<file path="src/rtl/vector_writeback_stage_pkg.sv">
// -----------------------------------------------------------------------------
// vector_writeback_stage_pkg
// Shared definitions for the vector write-back stage:
//   - default geometry of the vector register file
//   - bit index of the vd_write flag inside the register vector
//   - element-count derivation used to size the vl port and the merge loop
//   - output register state encoding
// Optional feature macro used by the top: VWB_MASK_MERGE_EN
// -----------------------------------------------------------------------------
package vector_writeback_stage_pkg;

  localparam int unsigned VWB_VRF_WIDTH     = 128;
  localparam int unsigned VWB_VRF_DEPTH     = 32;
  localparam int unsigned VWB_ELEMENT_WIDTH = 32;
  localparam int unsigned VWB_FIFO_DEPTH    = 2;

  // Position of the vd_write bit in the decode/register-vector bundle.
  localparam int unsigned REGVEC_VD_WRITE_BIT = 0;

  typedef enum logic {
    WB_IDLE  = 1'b0,
    WB_WRITE = 1'b1
  } wb_state_e;

  function automatic int unsigned vwb_num_elements(input int unsigned vrf_width,
                                                   input int unsigned element_width);
    return vrf_width / element_width;
  endfunction

endpackage

</file>
<file path="src/rtl/vector_wb_fifo.sv">
// -----------------------------------------------------------------------------
// vector_wb_fifo
// Generic DEPTH-entry in-order buffer. Each entry carries a tag (visible for
// every entry, used by the parent for hazard decode) and a payload (visible
// only at the head). Per-entry valid bits track EMPTY/PENDING state.
// Ports:
//   clk_i, rstn_i       clock, async active-low reset
//   push_i, tag_i, data_i   write a new entry at the tail (ignored when full)
//   pop_i               retire the head entry (ignored when empty)
//   head_tag_o/head_data_o  contents of the oldest entry
//   valid_o             per-entry valid bits
//   tags_o              per-entry tags
//   full_o, empty_o     occupancy flags derived from the entry count
// -----------------------------------------------------------------------------
module vector_wb_fifo #(
  parameter int unsigned DEPTH      = 2,
  parameter int unsigned TAG_WIDTH  = 5,
  parameter int unsigned DATA_WIDTH = 128
) (
  input  logic                                 clk_i,
  input  logic                                 rstn_i,
  input  logic                                 push_i,
  input  logic [TAG_WIDTH-1:0]                 tag_i,
  input  logic [DATA_WIDTH-1:0]                data_i,
  input  logic                                 pop_i,
  output logic [TAG_WIDTH-1:0]                 head_tag_o,
  output logic [DATA_WIDTH-1:0]                head_data_o,
  output logic [DEPTH-1:0]                     valid_o,
  output logic [DEPTH-1:0][TAG_WIDTH-1:0]      tags_o,
  output logic                                 full_o,
  output logic                                 empty_o
);

  localparam int unsigned PTR_W = (DEPTH > 1) ? $clog2(DEPTH) : 1;

  logic [DEPTH-1:0][TAG_WIDTH-1:0]  tag_q;
  logic [DEPTH-1:0][DATA_WIDTH-1:0] data_q;
  logic [DEPTH-1:0]                 valid_q;
  logic [PTR_W-1:0]                 wr_ptr_q;
  logic [PTR_W-1:0]                 rd_ptr_q;
  logic [PTR_W:0]                   count_q;

  logic push_ok;
  logic pop_ok;

  assign full_o  = (count_q == (PTR_W+1)'(DEPTH));
  assign empty_o = (count_q == '0);
  assign push_ok = push_i & ~full_o;
  assign pop_ok  = pop_i & ~empty_o;

  // Pointers are PTR_W bits wide and DEPTH is a power of two, so the
  // increment wraps modulo DEPTH on its own.
  always_ff @(posedge clk_i or negedge rstn_i) begin
    if (!rstn_i) begin
      tag_q    <= '0;
      data_q   <= '0;
      valid_q  <= '0;
      wr_ptr_q <= '0;
      rd_ptr_q <= '0;
      count_q  <= '0;
    end else begin
      if (push_ok) begin
        tag_q[wr_ptr_q]   <= tag_i;
        data_q[wr_ptr_q]  <= data_i;
        valid_q[wr_ptr_q] <= 1'b1;
        wr_ptr_q          <= wr_ptr_q + 1'b1;
      end
      if (pop_ok) begin
        valid_q[rd_ptr_q] <= 1'b0;
        rd_ptr_q          <= rd_ptr_q + 1'b1;
      end
      case ({push_ok, pop_ok})
        2'b10:   count_q <= count_q + 1'b1;
        2'b01:   count_q <= count_q - 1'b1;
        default: count_q <= count_q;
      endcase
    end
  end

  assign head_tag_o  = tag_q[rd_ptr_q];
  assign head_data_o = data_q[rd_ptr_q];
  assign valid_o     = valid_q;
  assign tags_o      = tag_q;

endmodule

</file>
<file path="src/rtl/vector_writeback_stage.sv">
// -----------------------------------------------------------------------------
// vector_writeback_stage
// Accepts execute results over valid/ready, buffers them in vector_wb_fifo and
// retires one entry per cycle into the VRF synchronous write port through a
// registered IDLE/WRITE output stage. Exports a per-register pending vector so
// decode can stall RAW hazards.
// Ports:
//   clk_i, rstn_i                  clock, async active-low reset
//   ex_valid_i / ex_ready_o        execute result handshake (ready = not full)
//   ex_vd_address_i, ex_data_i     destination register and result
//   ex_old_vd_i, ex_vmask_i,
//   ex_masked_i, ex_vl_i           merge inputs (only used with the macro)
//   wb_stall_i                     VRF write port busy, hold the head
//   vd_write_enable_o/_address_o/_data_o  registered VRF write port
//   pending_o                      bit r set while a write to vr is in flight
//   empty_o                        no buffered writes
// Configuration macro: VWB_MASK_MERGE_EN
//   defined   : inactive/tail elements keep ex_old_vd_i, merged at push time
//   undefined : ex_data_i is written unmodified
//
// Output register states:
//   state    | meaning
//   WB_IDLE  | no VRF write presented this cycle
//   WB_WRITE | vd_write_* valid; VRF commits at the next edge
// -----------------------------------------------------------------------------
module vector_writeback_stage
  import vector_writeback_stage_pkg::*;
#(
  parameter  int unsigned VRF_WIDTH         = VWB_VRF_WIDTH,
  parameter  int unsigned VRF_DEPTH         = VWB_VRF_DEPTH,
  parameter  int unsigned VRF_ADDRESS_WIDTH = $clog2(VRF_DEPTH),
  parameter  int unsigned ELEMENT_WIDTH     = VWB_ELEMENT_WIDTH,
  parameter  int unsigned FIFO_DEPTH        = VWB_FIFO_DEPTH,
  localparam int unsigned NUM_ELEMENTS      = vwb_num_elements(VRF_WIDTH, ELEMENT_WIDTH),
  localparam int unsigned VL_WIDTH          = $clog2(NUM_ELEMENTS) + 1
) (
  input  logic                         clk_i,
  input  logic                         rstn_i,
  input  logic                         ex_valid_i,
  output logic                         ex_ready_o,
  input  logic [VRF_ADDRESS_WIDTH-1:0] ex_vd_address_i,
  input  logic [VRF_WIDTH-1:0]         ex_data_i,
  input  logic [VRF_WIDTH-1:0]         ex_old_vd_i,
  input  logic [VRF_WIDTH-1:0]         ex_vmask_i,
  input  logic                         ex_masked_i,
  input  logic [VL_WIDTH-1:0]          ex_vl_i,
  input  logic                         wb_stall_i,
  output logic                         vd_write_enable_o,
  output logic [VRF_ADDRESS_WIDTH-1:0] vd_write_address_o,
  output logic [VRF_WIDTH-1:0]         vd_write_data_o,
  output logic [VRF_DEPTH-1:0]         pending_o,
  output logic                         empty_o
);

  logic                                         push;
  logic                                         pop;
  logic [VRF_WIDTH-1:0]                         push_data;
  logic [VRF_ADDRESS_WIDTH-1:0]                 head_addr;
  logic [VRF_WIDTH-1:0]                         head_data;
  logic [FIFO_DEPTH-1:0]                        fifo_valid;
  logic [FIFO_DEPTH-1:0][VRF_ADDRESS_WIDTH-1:0] fifo_addr;
  logic                                         fifo_full;
  logic                                         fifo_empty;

  wb_state_e                    state_q;
  logic [VRF_ADDRESS_WIDTH-1:0] wr_addr_q;
  logic [VRF_WIDTH-1:0]         wr_data_q;

  // ---------------------------------------------------------------------------
  // Push-time merge: the buffer stores the final register image so the write
  // port never needs the mask inputs again.
  // ---------------------------------------------------------------------------
`ifdef VWB_MASK_MERGE_EN
  always_comb begin
    push_data = ex_old_vd_i;
    for (int i = 0; i < int'(NUM_ELEMENTS); i++) begin
      if ((i < int'(ex_vl_i)) && (!ex_masked_i || ex_vmask_i[i])) begin
        push_data[i*ELEMENT_WIDTH +: ELEMENT_WIDTH] = ex_data_i[i*ELEMENT_WIDTH +: ELEMENT_WIDTH];
      end
    end
  end

  // Only the low NUM_ELEMENTS bits of v0 act as element mask bits.
  logic unused_vmask_hi;
  assign unused_vmask_hi = ^ex_vmask_i[VRF_WIDTH-1:NUM_ELEMENTS];
`else
  assign push_data = ex_data_i;

  logic unused_merge_inputs;
  assign unused_merge_inputs = ^{ex_old_vd_i, ex_vmask_i, ex_masked_i, ex_vl_i};
`endif

  assign ex_ready_o = ~fifo_full;
  assign push       = ex_valid_i & ex_ready_o;
  // A non-empty FIFO always has a valid head; an empty one has nothing to pop,
  // so a push into an empty buffer retires no earlier than the next cycle.
  assign pop        = ~fifo_empty & ~wb_stall_i;

  vector_wb_fifo #(
    .DEPTH      (FIFO_DEPTH),
    .TAG_WIDTH  (VRF_ADDRESS_WIDTH),
    .DATA_WIDTH (VRF_WIDTH)
  ) u_fifo (
    .clk_i       (clk_i),
    .rstn_i      (rstn_i),
    .push_i      (push),
    .tag_i       (ex_vd_address_i),
    .data_i      (push_data),
    .pop_i       (pop),
    .head_tag_o  (head_addr),
    .head_data_o (head_data),
    .valid_o     (fifo_valid),
    .tags_o      (fifo_addr),
    .full_o      (fifo_full),
    .empty_o     (fifo_empty)
  );

  // ---------------------------------------------------------------------------
  // Registered VRF write port. Each pop presents exactly one WRITE cycle;
  // a stall or an empty buffer returns the port to IDLE on the next edge.
  // ---------------------------------------------------------------------------
  always_ff @(posedge clk_i or negedge rstn_i) begin
    if (!rstn_i) begin
      state_q   <= WB_IDLE;
      wr_addr_q <= '0;
      wr_data_q <= '0;
    end else if (pop) begin
      state_q   <= WB_WRITE;
      wr_addr_q <= head_addr;
      wr_data_q <= head_data;
    end else begin
      state_q   <= WB_IDLE;
    end
  end

  assign vd_write_enable_o  = (state_q == WB_WRITE);
  assign vd_write_address_o = wr_addr_q;
  assign vd_write_data_o    = wr_data_q;

  // ---------------------------------------------------------------------------
  // Pending decode: buffered entries plus the write currently presented. An
  // entry moves from the FIFO into the output register on the same edge, so a
  // bit stays set continuously until the cycle after its last write.
  // ---------------------------------------------------------------------------
  always_comb begin
    pending_o = '0;
    for (int e = 0; e < int'(FIFO_DEPTH); e++) begin
      if (fifo_valid[e]) begin
        pending_o[fifo_addr[e]] = 1'b1;
      end
    end
    if (state_q == WB_WRITE) begin
      pending_o[wr_addr_q] = 1'b1;
    end
  end

  assign empty_o = fifo_empty;

endmodule

</file>
<file path="config.mk">
export PLATFORM = sky130hd
export DESIGN_NAME = vector_writeback_stage
export DESIGN_NICKNAME = d
export VERILOG_FILES = /design/src/rtl/vector_writeback_stage_pkg.sv /design/src/rtl/vector_wb_fifo.sv /design/src/rtl/vector_writeback_stage.sv
export SDC_FILE = /design/constraint.sdc
export NUM_CORES = 1
export LEC_CHECK = 0
export CORE_AREA = 5 5 218 220
export DETAILED_ROUTE_END_ITERATION = 8
export DIE_AREA = 0 0 223 225
export GPL_TIMING_DRIVEN = 0
export PLACE_DENSITY = 0.76
export SYNTH_ARGS = -nofsm -noshare
export SYNTH_HDL_FRONTEND = slang
export SYNTH_HIERARCHICAL = 1
export SYNTH_SLANG_ARGS = --single-unit
</file>
<file path="constraint.sdc">
create_clock -name clk_i -period 1.87 [get_ports clk_i]
set_clock_uncertainty 0.05 [all_clocks]
set_input_delay 0.187 -clock clk_i [delete_from_list [all_inputs] [get_ports clk_i]]
set_output_delay 0.187 -clock clk_i [all_outputs]
set_load 0.005 [all_outputs]
</file>
# Word-level counts from Yosys, hierarchy flattened
# Cells that the tools add are included.
# W data, S select, Z words.
[totals] register_bits=406 in_bits=397 output_inout_bits=168 word_cells=74
[op_classes] add_sub_neg=4 order_cmp=10 n_eq_ne=3 n_mux=27 bitwise=12 reduce_logical=7
[op_table] op="$mux W128" count=3
[op_table] op="$bwmux W256" count=1
[op_table] op="$demux W128 S1" count=1
[op_table] op="$mux W32" count=3
[op_table] op="$or A32 B32 Y32" count=2
[op_table] op="$lt A5 B6 Y1 const B" count=3
[op_table] op="$demux W1 S5" count=3
[op_table] op="$ge A5 B1 Y1 const B" count=3
[op_table] op="$mux W5" count=3
[op_table] op="$bwmux W10" count=1
[op_table] op="$mux W1" count=6
[op_table] op="$demux W5 S1" count=1
[op_table] op="$logic_and A1 B1 Y1" count=5
[op_table] op="$and A1 B1 Y1" count=4
[op_table] op="$eq A2 B2 Y1 const B" count=2
[op_table] op="$lt A1 B2 Y1 const B" count=2
[op_table] op="$mux W2" count=2
[op_table] op="$pmux W2 S2" count=1
[op_table] op="$not A1 Y1" count=3
[op_table] op="$add A1 B1 Y1 const B" count=2
[op_table] op="$add A2 B1 Y2 const B" count=1
[op_table] op="$and A2 B2 Y2" count=1
[op_table] op="$demux W1 S1" count=2
[op_table] op="$eq A2 B1 Y1 const B" count=1
[op_table] op="other kinds (6)" count=7

# Longest topological paths before layout
[logic_depth] depth_word=9 mapped_depth=10 depth_no_buf=8

# Hierarchy
# Netlist, hierarchy kept.
[by_module_without_submodules] mod="vector_wb_fifo" n_inst=1 cells_each=733 area_each_um2=11997.8
[by_module_without_submodules] mod="vector_writeback_stage" n_inst=1 cells_each=423 area_each_um2=5784.3

# Worst setup path after synthesis
# OpenSTA, ideal clock, no wires.
[synth_timing] path_type="flip-flop to flip-flop" start="register u_fifo.count_q[1]" end="register u_fifo.count_q[1]" setup_ns=0.079 t_arrival_ns=1.879 setup_slack_ns=-0.138 path_stages_with_launch=10 cell_sequence="dfrtp_1 > nor2_1 > nor2_4 > buf_4 > buf_6 > o21ai_0 > inv_1 > ha_1 > nor2_1 > xor2_1"
[synth_between] elab_chain_cells=6
[synth_lines] item="start, declared" line_no="vector_wb_fifo.sv:41" text="logic [PTR_W:0] count_q;"
[synth_lines] item="start signal, assigned" line_no="vector_wb_fifo.sv:73" text="2'b10: count_q <= count_q + 1'b1;"
[synth_lines] item="start signal, assigned" line_no="vector_wb_fifo.sv:74" text="2'b01: count_q <= count_q - 1'b1;"
[synth_lines] item="start signal, assigned" line_no="vector_wb_fifo.sv:75" text="default: count_q <= count_q;"
[synth_lines] item="$logic_not A2 Y1 *" line_no="vector_wb_fifo.sv:47" text="assign empty_o = (count_q == '0);"
[synth_lines] item="net empty_o" line_no="vector_writeback_stage.sv:52" text="output logic empty_o"
[synth_lines] item="$not A1 Y1 *" line_no="vector_writeback_stage.sv:97" text="assign pop = ~fifo_empty & ~wb_stall_i;"
[synth_lines] item="$and A1 B1 Y1 *" line_no="vector_writeback_stage.sv:97"
[synth_lines] item="net pop" line_no="vector_writeback_stage.sv:56" text="logic pop;"
[synth_lines] item="$and A1 B1 Y1 *" line_no="vector_wb_fifo.sv:49" text="assign pop_ok = pop_i & ~empty_o;"
[synth_lines] item="net u_fifo.pop_ok" line_no="vector_wb_fifo.sv:44" text="logic pop_ok;"
[synth_lines] item="$eq A2 B1 Y1 or $eq A2 B2 Y1 (tied branches)" line_no="vector_wb_fifo.sv:72" text="case ({push_ok, pop_ok})"
[synth_lines] item="$pmux W2 S2 or $reduce_bool A2 Y1 (tied branches)"
# The timed path passes the listed nets; every way through them passes the cells marked *.
# A chain may end at the register's enable or synchronous reset.

# Worst setup path in the final report
[layout_timing] start="register u_fifo.tag_q, in the netlist u_fifo/tags_o[4]" end="output pending_o[16]"
[layout_between] elab_chain_cells=9
[layout_lines] item="start, declared" line_no="vector_wb_fifo.sv:36" text="logic [DEPTH-1:0][TAG_WIDTH-1:0] tag_q;"
[layout_lines] item="start signal, assigned by index" line_no="vector_wb_fifo.sv:63" text="tag_q[wr_ptr_q] <= tag_i;"
[layout_lines] item="$lt A5 B6 Y1 (not written as such) or $ge A5 B1 Y1 (tied branches)" line_no="vector_writeback_stage.sv:149" text="pending_o[fifo_addr[e]] = 1'b1;"
[layout_lines] item="$logic_and A1 B1 Y1 (not written as such)" line_no="vector_writeback_stage.sv:149"
[layout_lines] item="$mux W1 (not written as such)" line_no="vector_writeback_stage.sv:149"
[layout_lines] item="$demux W1 S5 *" line_no="vector_writeback_stage.sv:149"
[layout_lines] item="$mux W32 *" line_no="vector_writeback_stage.sv:148" text="if (fifo_valid[e]) begin"
[layout_lines] item="$or A32 B32 Y32 (no source line)"
[layout_lines] item="$mux W32 *" line_no="vector_writeback_stage.sv:148"
[layout_lines] item="$or A32 B32 Y32 (no source line)"
[layout_lines] item="$mux W32 *" line_no="vector_writeback_stage.sv:152" text="if (state_q == WB_WRITE) begin"
[layout_lines] item="end, declared" line_no="vector_writeback_stage.sv:51" text="output logic [VRF_DEPTH-1:0] pending_o,"
# Mark *: on every way between the ends. The rest lies on a longest branch, timed or not.

==> results by group <==
Detailed routing
  – Vias per cell: 5.203
  – Drt first pass iters: 7
  – Drt drc: 0
  – Final ANT Viol Nets: 0
  – Routed wire length: 56720 um
  – 1st-iter DRT viols: 653
  – Routed via count: 11.90k
  – Routed length per instance: 24.79 um

Die
  – Core Box Area: 45090 um2
  – Chip height: 225 um
  – Die footprint: 50180 um2
  – Chip Width: 223 um
  – IO Count: 565
  – Row count: 78
  – Initial Util: 39.44%

Logic synthesis
  – Cells after Synth: 1156
  – Post-synthesis mux area share: 34.94%
  – Synthesized area: 17780 um2
  – Syn nets: 1554
  – Simple-gate area share of the yosys netlist: 3.237%
  – XOR/XNOR share of the synthesized area: 0.2463%
  – Post-synthesis cell type count: 30
  – Post-synthesis sequential area ratio: 57.13%
  – Yosys warnings: 6
  – #FFs+latches synth: 406
  – Post-Syn Area per Cell: 15.38 um2
  – Adder-cell area share of the yosys netlist: 0.07036%
  – Largest family of logic cells by synthesized area: multiplexers
  – Compound-Gate Fraction of Synth Area: 1.506%

Clock tree
  – CTS sink cnt: 406
  – CTS tree: yes
  – CTS H-Tree Depth: 2
  – Number of buffers created by CTS: 45
  – Root buffer cell: clkbuf_16
  – CTS Buffer Depth: 3
  – Clock-pin slew on the worst setup and hold paths: 0.06 ns
  – Worst-Skew Late Latency: 0.57 ns

Global route
  – Largest net degree at the start of global routing: 121
  – GRT Overall Usage: 21.38%
  – GRT overflow: 0
  – First-pass GRT wire length: 83080 um
  – Vias in the first global route: 13.12k
  – Initial antenna violation count: 5

STA
  – Fin crit share: 123.2%
  – RSZ-0062 raised after global routing: true
  – Slew headroom: 55.47%
  – Least-Margin Pin Slew: 0.6680 ns
  – Worst hold slack: 0.09908 ns
  – Pins Over Slew Limit: 0
  – Fmax: 434.2 MHz
  – Worst setup margin: -0.4330 ns
  – Final hold violations: 0
  – Tmin final: 2.303 ns
  – Final setup viols: 133

Power
  – Power Total: 51060 uW
  – PD cells: 1922 nW/um2
  – LEAKAGE: 0.01184 uW
  – Worst VDD drop: 1037 uV

Status
  – Violated checks: negative setup slack
  – Outcome: finished, violations left

Worst setup path
  – R2R setup slack: -0.09 ns
  – FF-to-FF Start: u_fifo/count_q[1]
  – R2R depth: 11
  – Critical path class: reg -> out
  – CP endpoint kind: output port
  – Worst Path Required: 1.63 ns
  – Worst Setup Start Kind: flip-flop
  – Crit path max fanout: 7
  – R2r endpoint: u_fifo/count_q[1]
  – CP arrival: 2.07 ns

Final layout
  – Layout cell share with drive strength beyond 1: 54.24%
  – Finished Cell Area: 26570 um2
  – Final #Nets: 2049
  – Finished Layout Cells: 2288
  – P&R area growth vs syn: 49.40%

Hold path
  – Worst min-delay path category: in -> async

Placed design
  – IO Port Bufs: 304
  – Area after DPL: 21670 um2
  – GP Congestion: 0.7872
  – Cells after DPL: 2063
  – DP Wirelength: 33410 um

Flow run
  – Max Cap Viol: 0
[how the worst max path moves through the flow]
stage                                  from                 to  slack, ns  cells past startpoint
after floorplan           u_fifo/count_q[1]  u_fifo/count_q[1]     -0.009                      9
after global placement               rstn_i  u_fifo/count_q[1]     -18.22                      1
after detailed placement         wb_stall_i  u_fifo/count_q[1]      -0.81                      9
after CTS                  u_fifo/tags_o[9]      pending_o[27]      -0.36                      4
after global routing       u_fifo/tags_o[4]      pending_o[30]      -0.51                      5
final                      u_fifo/tags_o[4]      pending_o[16]      -0.43                      7
[kinds of logic after synthesis]
group | count (synthesis)
muxes | 532
DFF | 406
and+or+nand+nor | 104
buffers and inverters | 73
AOI/OAI and AO/OA | 35
xor gates and xnor gates | 5
adders and majority gates | 1
[per-stage QoR]
stage	utilization [%]	TNS (ns)	setup slack [ns]
after CTS	57.59	-22.63	-0.3648
final	58.92	-11.84	-0.4330
after floorplan	-	-0.4637	-0.009394
after global placement	47.87	-6925.66	-18.22
after detailed placement	48.07	-154.62	-0.8112
after global routing	58.91	-23.75	-0.5060
[state kept, by name, indices dropped and copies added (netlist names)]
name / flops
u_fifo/wr_ptr_q: 1
vd_write_address_o: 5
u_fifo/valid_o: 2
vd_write_data_o: 128
u_fifo/data_q: 256
u_fifo/count_q: 2
vd_write_enable_o: 1
u_fifo/tags_o: 10
u_fifo/rd_ptr_q: 1
[cell usage in the layout (no fill, tap or decap), types with 4 or more instances in the layout]
| master | n |
|---|---|
| dfrtp_2 | 17 |
| dfrtp_1 | 389 |
| and3b_2 | 9 |
| buf_6 | 66 |
| clkbuf_1 | 10 |
| clkbuf_4 | 4 |
| nand2_1 | 61 |
| buf_12 | 48 |
| and3b_1 | 6 |
| clkbuf_8 | 11 |
| mux2_1 | 21 |
| a22oi_2 | 29 |
| buf_8 | 13 |
| mux2_2 | 248 |
| and3_4 | 5 |
| dlymetal6s2s_1 | 4 |
| buf_16 | 14 |
| clkbuf_16 | 55 |
| clkdlybuf4s50_1 | 265 |
| buf_2 | 36 |
| buf_4 | 53 |
| nor3b_4 | 10 |
| mux2_4 | 263 |
| clkinv_2 | 9 |
[routing by layer]
metal / track usage [%] / wire length (um) / part of all wire (%) / vias up
met1: 28.21 / 24360 / 43 / 6149
met4: 6.107 / 1716 / 3.0 / 4
met2: 34.26 / 26120 / 46 / 445
met3: 6.734 / 4487 / 7.9 / 131
met5: 0 / 34 / 0.060 / -
li1: - / - / - / 5175
[cells in the mapped netlist]
| cell type | count | area, um2 |
|---|---|---|
| nand2b_4 | 1 | 13.76 |
| o22a_1 | 1 | 8.760 |
| xnor2_1 | 4 | 35.03 |
| nor3b_1 | 9 | 67.56 |
| o21ai_0 | 1 | 5.000 |
| buf_1 | 9 | 33.78 |
| buf_4 | 9 | 67.56 |
| ha_1 | 1 | 12.51 |
| and3b_1 | 15 | 131.4 |
| mux2_1 | 118 | 1329 |
| buf_2 | 21 | 105.1 |
| inv_1 | 4 | 15.01 |
| nor3b_2 | 4 | 50.05 |
| nor2_1 | 2 | 7.510 |
| buf_8 | 7 | 105.1 |
| and3_1 | 7 | 43.79 |
| clkbuf_1 | 9 | 33.78 |
| nor3_1 | 3 | 15.01 |
| a222oi_1 | 2 | 20.02 |
| a22oi_1 | 30 | 225.2 |
| nor2_4 | 1 | 11.26 |
| inv_2 | 1 | 3.750 |
| nand2_1 | 61 | 229.0 |
| mux2_2 | 355 | 3998 |
| mux2_4 | 59 | 885.9 |
| a2bb2oi_1 | 1 | 8.760 |
| dfrtp_1 | 406 | 10160 |
| nor2b_1 | 1 | 6.260 |
| buf_6 | 13 | 146.4 |
| xor2_1 | 1 | 8.760 |
[layout make-up]
class | instances | area, um2
diodes | 3 | 7.507
plain buffers | 52 | 758.2
clock buffers | 67 | 1340
clock inverters | 14 | 150.1
fillers | 3380 | 18520
inverters | 5 | 21.27
multi-input cells | 677 | 8262
flip-flops and latches | 406 | 10180
well taps | 600 | 750.7
repair buffers | 464 | 5096
[power by group]
group          internal (uW)  total, uW  switching (uW)
Combinational          16500      25800            9280
Clock                   5250       8880            3630
Sequential             13500      16400            2910
Total                  35200      51100           15800
[critical path, stage by stage, from the launching register on]
cell and delay, ns:
dfrtp_2 0.49, buf_4 0.18, nor3b_4 0.16, buf_6 0.12, buf_4 0.12, a22oi_2 0.18, nand2_1 0.10, buf_2 0.14
[repair_timing]
item,in CTS,in global routing
endpoints found under the hold margin,77,0
pin swaps,68,25
setup buffers,125,22
setup endpoints to repair,441,502
gates cloned,21,9
gates resized for setup,514,201
hold buffers,1,0
Note: power is estimated with default switching activity, not from simulation.
